==> config.mk <==
export PLATFORM = sky130hd
export DESIGN_NAME = lamp_safety_monitor_flat
export DESIGN_NICKNAME = d
export VERILOG_FILES = /design/src/rtl/lamp_safety_monitor_if.sv /design/src/rtl/lamp_safety_monitor.sv /design/src/flat_wrapper.sv
export SDC_FILE = /design/constraint.sdc
export NUM_CORES = 1
export LEC_CHECK = 0
export ABC_CLOCK_PERIOD_IN_PS = 2900
export CORE_ASPECT_RATIO = 1.2
export CORE_MARGIN = 2
export CORE_UTILIZATION = 30
export DETAILED_ROUTE_END_ITERATION = 12
export PLACE_DENSITY_LB_ADDON = 0.2
export SLEW_MARGIN = 25
export SYNTH_ARGS = -nofsm -noshare
export SYNTH_HDL_FRONTEND = slang
export SYNTH_SLANG_ARGS = --single-unit
==> constraint.sdc <==
create_clock -name clk -period 2.9 [get_ports clk]
set_input_delay 0.29 -clock clk [delete_from_list [all_inputs] [get_ports clk]]
set_output_delay 0.29 -clock clk [all_outputs]
set_load 0.005 [all_outputs]
==> src/rtl/lamp_safety_monitor_if.sv <==
// Lamp-side bus between the 8-lane traffic controller and lamp_safety_monitor.
// The master modport is the controller/bench side; the slave modport is the monitor.
interface lamp_safety_monitor_if;
  logic       clear;
  logic [2:0] T1, T2, T3, T4, T5, T6, T7, T8;
  logic [2:0] L1, L2, L3, L4, L5, L6, L7, L8;
  logic       fault;
  logic [2:0] fault_code;
  logic [2:0] fault_lane;

  modport master (
    output clear, T1, T2, T3, T4, T5, T6, T7, T8,
    input  L1, L2, L3, L4, L5, L6, L7, L8, fault, fault_code, fault_lane
  );

  modport slave (
    input  clear, T1, T2, T3, T4, T5, T6, T7, T8,
    output L1, L2, L3, L4, L5, L6, L7, L8, fault, fault_code, fault_lane
  );
endinterface

==> src/rtl/lamp_safety_monitor.sv <==
// Checks controller lamp codes each cycle, drives one-hot {R,Y,G} lamps, latches a flashing fail-safe.
// Define STALL_WDOG_EN to include the input-stall watchdog (fault code 6).
module lamp_safety_monitor #(
  parameter int MIN_YELLOW     = 4,
  parameter int MAX_STABLE     = 32,
  parameter int STARTUP_CYCLES = 3,
  parameter int FLASH_HALF     = 2
) (
  input  logic                  clk,
  input  logic                  reset,
  lamp_safety_monitor_if.slave  bus
);
  localparam logic [2:0] T_RED = 3'b000, T_GRN = 3'b100, T_YEL = 3'b010;
  localparam logic [2:0] L_RED = 3'b100, L_YEL = 3'b010, L_GRN = 3'b001;
  localparam int YW = $clog2(MIN_YELLOW + 1);
  localparam int IW = (STARTUP_CYCLES > 1) ? $clog2(STARTUP_CYCLES) : 1;
  localparam int FW = (FLASH_HALF > 1) ? $clog2(FLASH_HALF) : 1;
  localparam logic [YW-1:0] YEL_SAT    = YW'(MIN_YELLOW);
  localparam logic [IW-1:0] INIT_LAST  = IW'(STARTUP_CYCLES - 1);
  localparam logic [FW-1:0] FLASH_LAST = FW'(FLASH_HALF - 1);

  typedef enum logic [1:0] {ST_INIT, ST_RUN, ST_FAULT} state_e;
  typedef enum logic [2:0] {
    FC_NONE = 3'd0, FC_ILLEGAL = 3'd1, FC_CONFLICT = 3'd2, FC_SKIP = 3'd3,
    FC_SHORT_YEL = 3'd4, FC_REVERSE = 3'd5, FC_STALL = 3'd6
  } fault_code_e;

  state_e                   state_q, state_d;
  logic [IW-1:0]            init_cnt_q, init_cnt_d;
  logic [FW-1:0]            flash_cnt_q, flash_cnt_d;
  logic                     flash_on_q, flash_on_d;
  logic [7:0][2:0]          hist_q, hist_d;
  logic [7:0][YW-1:0]       yel_cnt_q, yel_cnt_d;
  logic [7:0][2:0]          l_q, l_d;
  fault_code_e              code_q, code_d;
  logic [2:0]               lane_q, lane_d;

  logic [7:0][2:0] t;
  fault_code_e     viol_code;
  logic [2:0]      viol_lane;
  logic            stall_hit;

  assign t = {bus.T8, bus.T7, bus.T6, bus.T5, bus.T4, bus.T3, bus.T2, bus.T1};
  assign {bus.L8, bus.L7, bus.L6, bus.L5, bus.L4, bus.L3, bus.L2, bus.L1} = l_q;
  assign bus.fault      = (state_q == ST_FAULT);
  assign bus.fault_code = code_q;
  assign bus.fault_lane = lane_q;

  function automatic logic [2:0] xlate(input logic [2:0] c);
    case (c)
      T_GRN:   return L_GRN;
      T_YEL:   return L_YEL;
      default: return L_RED;
    endcase
  endfunction

`ifdef STALL_WDOG_EN
  localparam int SW = $clog2(MAX_STABLE + 1);
  localparam logic [SW-1:0] STAB_SAT  = SW'(MAX_STABLE);
  localparam logic [SW-1:0] STAB_LAST = SW'(MAX_STABLE - 1);
  logic [SW-1:0] stab_q, stab_d;

  always_comb begin
    stab_d = '0;
    if (state_q == ST_RUN && t == hist_q)
      stab_d = (stab_q == STAB_SAT) ? STAB_SAT : stab_q + SW'(1);
  end

  always_ff @(posedge clk) begin
    if (!reset) stab_q <= '0;
    else        stab_q <= stab_d;
  end

  assign stall_hit = (state_q == ST_RUN) && (t == hist_q) && (stab_q == STAB_LAST);
`else
  assign stall_hit = 1'b0;
`endif

  // Lane scans run high-to-low so the lowest offending lane is the one kept.
  always_comb begin
    logic       ill_hit, skip_hit, short_hit, rev_hit, conflict;
    logic [2:0] ill_lane, skip_lane, short_lane, rev_lane;
    logic [3:0] pair_act, pair_split;
    // NOTE: every combinational output gets a default first, so no path leaves it unassigned and no latch is inferred.
    ill_hit = 1'b0;  skip_hit = 1'b0;  short_hit = 1'b0;  rev_hit = 1'b0;
    ill_lane = '0;   skip_lane = '0;   short_lane = '0;   rev_lane = '0;
    pair_act = '0;   pair_split = '0;
    viol_code = FC_NONE;
    viol_lane = '0;
    for (int i = 7; i >= 0; i--) begin
      if (t[i] != T_RED && t[i] != T_GRN && t[i] != T_YEL) begin
        ill_hit = 1'b1; ill_lane = 3'(i);
      end
      if (hist_q[i] == T_GRN && t[i] == T_RED) begin
        skip_hit = 1'b1; skip_lane = 3'(i);
      end
      if (hist_q[i] == T_YEL && t[i] == T_RED && yel_cnt_q[i] < YEL_SAT) begin
        short_hit = 1'b1; short_lane = 3'(i);
      end
      if ((hist_q[i] == T_RED && t[i] == T_YEL) || (hist_q[i] == T_YEL && t[i] == T_GRN)) begin
        rev_hit = 1'b1; rev_lane = 3'(i);
      end
    end
    for (int p = 0; p < 4; p++) begin
      pair_act[p]   = (t[p] != T_RED) || (t[p+4] != T_RED);
      pair_split[p] = pair_act[p] && (t[p] != t[p+4]);
    end
    conflict = (|pair_split) || ((pair_act & (pair_act - 4'd1)) != 4'd0);

    if (ill_hit)        begin viol_code = FC_ILLEGAL;   viol_lane = ill_lane;   end
    else if (conflict)  begin viol_code = FC_CONFLICT;  viol_lane = '0;         end
    else if (skip_hit)  begin viol_code = FC_SKIP;      viol_lane = skip_lane;  end
    else if (short_hit) begin viol_code = FC_SHORT_YEL; viol_lane = short_lane; end
    else if (rev_hit)   begin viol_code = FC_REVERSE;   viol_lane = rev_lane;   end
    else if (stall_hit) begin viol_code = FC_STALL;     viol_lane = '0;         end
  end

  always_comb begin
    state_d     = state_q;
    init_cnt_d  = init_cnt_q;
    flash_cnt_d = flash_cnt_q;
    flash_on_d  = flash_on_q;
    hist_d      = hist_q;
    yel_cnt_d   = yel_cnt_q;
    l_d         = l_q;
    code_d      = code_q;
    lane_d      = lane_q;
    case (state_q)
      ST_INIT: begin
        l_d = {8{L_RED}};
        for (int i = 0; i < 8; i++) yel_cnt_d[i] = (t[i] == T_YEL) ? YW'(1) : '0;
        if (init_cnt_q == INIT_LAST) begin
          state_d    = ST_RUN;
          init_cnt_d = '0;
          hist_d     = t;
        end else begin
          init_cnt_d = init_cnt_q + IW'(1);
        end
      end
      ST_RUN: begin
        if (viol_code != FC_NONE) begin
          // The offending code never reaches the lamps: the first fault cycle already flashes.
          state_d     = ST_FAULT;
          code_d      = viol_code;
          lane_d      = viol_lane;
          flash_cnt_d = '0;
          flash_on_d  = 1'b1;
          l_d         = {8{L_YEL}};
        end else begin
          hist_d = t;
          for (int i = 0; i < 8; i++) begin
            l_d[i]       = xlate(t[i]);
            yel_cnt_d[i] = (t[i] != T_YEL)           ? '0 :
                           (yel_cnt_q[i] == YEL_SAT) ? YEL_SAT : yel_cnt_q[i] + YW'(1);
          end
        end
      end
      ST_FAULT: begin
        if (bus.clear) begin
          state_d    = ST_INIT;
          init_cnt_d = '0;
          code_d     = FC_NONE;
          lane_d     = '0;
          l_d        = {8{L_RED}};
        end else begin
          if (flash_cnt_q == FLASH_LAST) begin
            flash_cnt_d = '0;
            flash_on_d  = ~flash_on_q;
          end else begin
            flash_cnt_d = flash_cnt_q + FW'(1);
          end
          l_d = flash_on_d ? {8{L_YEL}} : '0;
        end
      end
      default: state_d = ST_INIT;
    endcase
  end

  always_ff @(posedge clk) begin
    if (!reset) begin
      // NOTE: the per-lane history and counter arrays are small flop banks that the checks read, so they are reset like any other state.
      state_q     <= ST_INIT;
      init_cnt_q  <= '0;
      flash_cnt_q <= '0;
      flash_on_q  <= 1'b0;
      hist_q      <= {8{T_RED}};
      yel_cnt_q   <= '0;
      l_q         <= {8{L_RED}};
      code_q      <= FC_NONE;
      lane_q      <= '0;
    end else begin
      // NOTE: non-blocking assignments keep every flop updating from pre-edge values.
      state_q     <= state_d;
      init_cnt_q  <= init_cnt_d;
      flash_cnt_q <= flash_cnt_d;
      flash_on_q  <= flash_on_d;
      hist_q      <= hist_d;
      yel_cnt_q   <= yel_cnt_d;
      l_q         <= l_d;
      code_q      <= code_d;
      lane_q      <= lane_d;
    end
  end
endmodule

==> src/flat_wrapper.sv <==
// flat-port wrapper written by rule: the top's interface ports become plain ports
module lamp_safety_monitor_flat 
#(
  parameter int MIN_YELLOW     = 4,
  parameter int MAX_STABLE     = 32,
  parameter int STARTUP_CYCLES = 3,
  parameter int FLASH_HALF     = 2
)
  (clk, reset, bus_clear, bus_T1, bus_T2, bus_T3, bus_T4, bus_T5, bus_T6, bus_T7, bus_T8, bus_L1, bus_L2, bus_L3, bus_L4, bus_L5, bus_L6, bus_L7, bus_L8, bus_fault, bus_fault_code, bus_fault_lane);
  lamp_safety_monitor_if bus_i ();
  input  logic clk;
  input  logic reset;
  input wire logic [$bits(bus_i.clear)-1:0] bus_clear;
  input wire logic [$bits(bus_i.T1)-1:0] bus_T1;
  input wire logic [$bits(bus_i.T2)-1:0] bus_T2;
  input wire logic [$bits(bus_i.T3)-1:0] bus_T3;
  input wire logic [$bits(bus_i.T4)-1:0] bus_T4;
  input wire logic [$bits(bus_i.T5)-1:0] bus_T5;
  input wire logic [$bits(bus_i.T6)-1:0] bus_T6;
  input wire logic [$bits(bus_i.T7)-1:0] bus_T7;
  input wire logic [$bits(bus_i.T8)-1:0] bus_T8;
  output wire logic [$bits(bus_i.L1)-1:0] bus_L1;
  output wire logic [$bits(bus_i.L2)-1:0] bus_L2;
  output wire logic [$bits(bus_i.L3)-1:0] bus_L3;
  output wire logic [$bits(bus_i.L4)-1:0] bus_L4;
  output wire logic [$bits(bus_i.L5)-1:0] bus_L5;
  output wire logic [$bits(bus_i.L6)-1:0] bus_L6;
  output wire logic [$bits(bus_i.L7)-1:0] bus_L7;
  output wire logic [$bits(bus_i.L8)-1:0] bus_L8;
  output wire logic [$bits(bus_i.fault)-1:0] bus_fault;
  output wire logic [$bits(bus_i.fault_code)-1:0] bus_fault_code;
  output wire logic [$bits(bus_i.fault_lane)-1:0] bus_fault_lane;
  assign bus_i.clear = bus_clear;
  assign bus_i.T1 = bus_T1;
  assign bus_i.T2 = bus_T2;
  assign bus_i.T3 = bus_T3;
  assign bus_i.T4 = bus_T4;
  assign bus_i.T5 = bus_T5;
  assign bus_i.T6 = bus_T6;
  assign bus_i.T7 = bus_T7;
  assign bus_i.T8 = bus_T8;
  assign bus_L1 = bus_i.L1;
  assign bus_L2 = bus_i.L2;
  assign bus_L3 = bus_i.L3;
  assign bus_L4 = bus_i.L4;
  assign bus_L5 = bus_i.L5;
  assign bus_L6 = bus_i.L6;
  assign bus_L7 = bus_i.L7;
  assign bus_L8 = bus_i.L8;
  assign bus_fault = bus_i.fault;
  assign bus_fault_code = bus_i.fault_code;
  assign bus_fault_lane = bus_i.fault_lane;
  lamp_safety_monitor #(.MIN_YELLOW(MIN_YELLOW), .MAX_STABLE(MAX_STABLE), .STARTUP_CYCLES(STARTUP_CYCLES), .FLASH_HALF(FLASH_HALF)) u_core (.clk(clk), .reset(reset), .bus(bus_i));
endmodule
==> results.md <==
- Status: finished clean
- Rows: 53
- Layout fillers: 1770
- Post-Place Cells: 964
- Sequential cell area fraction in the yosys report: 0.316
- Crit path kind: in2reg
- Nets: 802
- Clk_lat worst skew: 350 ps
- RSZ-0062 raised after global routing: no
- Critical path buffers and inverters: 2
- Syn Nets: 693
- Mux contribution to synthesized area: 0
- Reg2reg path depth: 10
- Least-Margin Pin Slew: 794 ps
- Layout area overhead: 31.6%
- Routability cong.: 0.895
- Vias per Instance: 5.45
- XOR/XNOR share of the synthesized area: 0.0247
- Register Area: 1680 µm²
- Layout cells sized above 1: 0.199
- Worst setup path start: bus_T7[1]
- Worst vdd ir: 314 µV
- DR vias: 5340
- Top cells by area, synth: dfxtp_1 (32%), a21oi_1 (6.1%), ha_1 (4.7%), o21ai_0 (4.4%), nand3_1 (4.0%)
- Tot GR Track Use: 0.186
- Clock tree root buffer cell: clkbuf_16
- Largest fanout on the critical path: 5
- Total wire length: 17200 µm
- DIE HEIGHT: 150 µm
- Largest family of logic cells by synthesized area: compound AO/OA/AOI/OAI gates
- Max-cap viol count: 0
- Worst reg2reg path endpoint: u_core.hist_q[18]
- Fmax: 364 MHz
- Hold Path Stages: 3
- Avg Synthesized Cell Area: 8.24 µm²
- Clock Skew: 11.0 ps
- Tcrit/Tclk final: 0.946
- GR Overflow Total: 0
- Clock tree buffer depth: 2
- Startpoint types: input port
- Post-Syn Instances: 646
- Post-DRT Antenna Nets: 0
- Postcts setup bufs: 0
- Layout Cells excl Fill: 980
- Initial antenna violation count: 0
- Die Area: 18800 µm²
- Grt met2 use: 0.337
- Top-area cell type share of the netlist area: 0.316
- Sink Count: 84
- Wirelength per Cell: 17.6 µm
- CTS Buf Count: 9
- Delay-heaviest family, CP: compound AO/OA/AOI/OAI gates
- Final setup viols: 0
- Area of the multi-input gates: 3260 µm²
- GRT met3 Usage: 0.0318
- Setup TNS: 0 ps
- Synthesized area: 5320 µm²
- Compound-Gate Fraction of Synth Area: 0.272
- Primary FF master, synth: dfxtp_1
- Synth Area in Adders: 0.0470
- Final Hold Fails: 0
- Total number of yosys warnings: 0
- Worst path arrival time: 3030 ps
- Simple-Gate Fraction of Synth Area: 0.262
- Min cycle time layout: 2740 ps
- CTS tree: built
- H-tree depth: 3
- FFs w/ async S/R, synth: 0
- M1 GR Usage: 0.223
- Core Area: 17400 µm²
- Die W: 126 µm
- Min-Delay Startpoint: bus_T5[1]
- Starting Density: 0.305
- Largest net degree at the start of global routing: 47
- Most numerous cell in the Yosys netlist: dfxtp_1
- CP endpoint kind: register
- N_diodes: 0
- CTS clk-pin slew, worst paths: 60 ps
- Global-route wire length before repair: 27500 µm
- DRC: 0
- I/O Pins: 58
- Synth cell types: 73
- Flop2flop setup slack: 240 ps
- Max Slew Vio Count: 0
- CP max stage delay: 540 ps
- Number of synthesized flops with an enable pin: 0
- Hold Path Class: in2reg
- GR peak layer: met2
- FF-to-FF Start: u_core.hist_q[22]
- Dominant cell type by area after synthesis: dfxtp_1
- Commonest cells in the netlist: dfxtp_1 (84), a21oi_1 (65), nand2_1 (52), o21ai_0 (47), nand3_1 (43)
- DR iter-0 viols: 385
- P_leak: 2.51 nW
- CP required: 3190 ps
- Power Density: 732 nW/µm²
- IO buf count: 57
- FF+latch count, synth: 84
- Slowest-stage cell, CP: clkdlybuf4s50_1
- Number of global-route vias before repair: 5083
- Drt first pass iters: 4
- DPL Wire Length: 13100 µm
- CP Cell Sequence: clkdlybuf4s50_1, or3b_1, a2111oi_4, buf_4, o211ai_1, a21oi_1, a311oi_1, o41ai_1, a32o_1
- Hold Path End: u_core.hist_q[13]
- Max-slew headroom: 0.469
[kinds of logic (layout without fill, tap and decap cells)]
group / after synthesis / after routing
xor gates and xnor gates: 15 / 15
buffers and inverters: 81 / 195
DFF: 84 / 84
and+or+nand+nor: 242 / 242
AOI/OAI and AO/OA: 204 / 204
adders and majority gates: 20 / 20
[routing by layer]
| layer | vias up | wire (µm) | part of all wire |
|---|---|---|---|
| met3 | 18 | 532 | 0.031 |
| met1 | 2610 | 7570 | 0.44 |
| li1 | 2606 | - | - |
| met4 | 0 | 351 | 0.020 |
| met2 | 106 | 8790 | 0.51 |
| met5 | - | 0 | 0 |
[sequential cells by signal, indices dropped and copies added (netlist names)]
| name | flops |
|---|---|
| u_core.bus.L2 | 3 |
| u_core.bus.L3 | 3 |
| u_core.bus.fault_code | 3 |
| u_core.bus.fault_lane | 3 |
| u_core.flash_on_q | 1 |
| u_core.yel_cnt_q | 24 |
| u_core.bus.L4 | 3 |
| u_core.init_cnt_q | 2 |
| u_core.bus.L1 | 3 |
| u_core.bus.L5 | 3 |
| u_core.state_q | 2 |
| u_core.flash_cnt_q | 1 |
| u_core.bus.L6 | 3 |
| u_core.bus.L7 | 3 |
| u_core.hist_q | 24 |
| u_core.bus.L8 | 3 |
[worst max path at each step]
stage                                to  slack [ps]  cells past startpoint
3_5_place_dp          u_core.hist_q[18]        -280                     11
5_1_grt        u_core.bus.fault_code[2]         0.8                     11
3_3_place_gp          u_core.hist_q[20]        -230                     11
2_1_floorplan         u_core.flash_on_q         390                     10
6_report       u_core.bus.fault_lane[1]         160                      9
4_1_cts               u_core.hist_q[18]          40                     11
[power breakdown]
group          total, W  internal (W)  switching, W
clock           0.00112      0.000632      0.000489
sequential      0.00155       0.00136      0.000193
combinational   0.00246       0.00105       0.00141
[tightest hold or removal path: stages]
cell	delay, ps
dlymetal6s2s_1	210
nand3_1	100
a21oi_1	60
[final cells by class]
type	count	share of cell area
Clock inverter	4	0.00429
Timing Repair Buffer	155	0.202
Tap cell	220	0.0393
Sequential cell	84	0.240
Multi-Input combinational cell	481	0.465
Clock buffer	12	0.0366
Inverter	24	0.0129
[what timing repair did]
| action | in CTS | in global routing |
|---|---|---|
| hold buffers | 0 | 0 |
| endpoints found under the setup margin | 0 | 36 |
| resized for setup | 0 | 7 |
[cells in the final DEF, fill, tap and decap left out, drive strengths merged, types with 3 or more instances in the layout]
cell / n
o211a: 3
a32o: 4
a21o: 3
a41oi: 5
inv: 26
o21a: 4
nor4b: 11
a21oi: 65
or4b: 5
nor3b: 6
or4: 3
nand4: 7
nand2b: 5
xor2: 5
o32ai: 6
nor2b: 9
and3b: 3
nor3: 27
o41ai: 6
nor2: 34
buf: 98
or3b: 6
a32oi: 5
a2111oi: 5
nor4: 7
a31oi: 19
clkdlybuf4s50: 56
nand2: 52
dfxtp: 84
a211oi: 4
ha: 20
o21ai: 57
nand3: 43
xnor2: 10
clkbuf: 12
nand3b: 14
[per-stage QoR]
step	cell area (µm²)	setup slack [ps]	hold WS (ps)	power [W]	util
after floorplan	5320	390	438	0.00303	-
after global placement	6690	-230	453	0.00397	0.383
after detailed placement	6690	-281	456	0.00402	0.383
after CTS	6970	42.0	466	0.00516	0.400
after global routing	7010	0.768	406	0.00547	0.402
final	7010	155	371	0.00513	0.402
(Power assumes the default switching activity.)
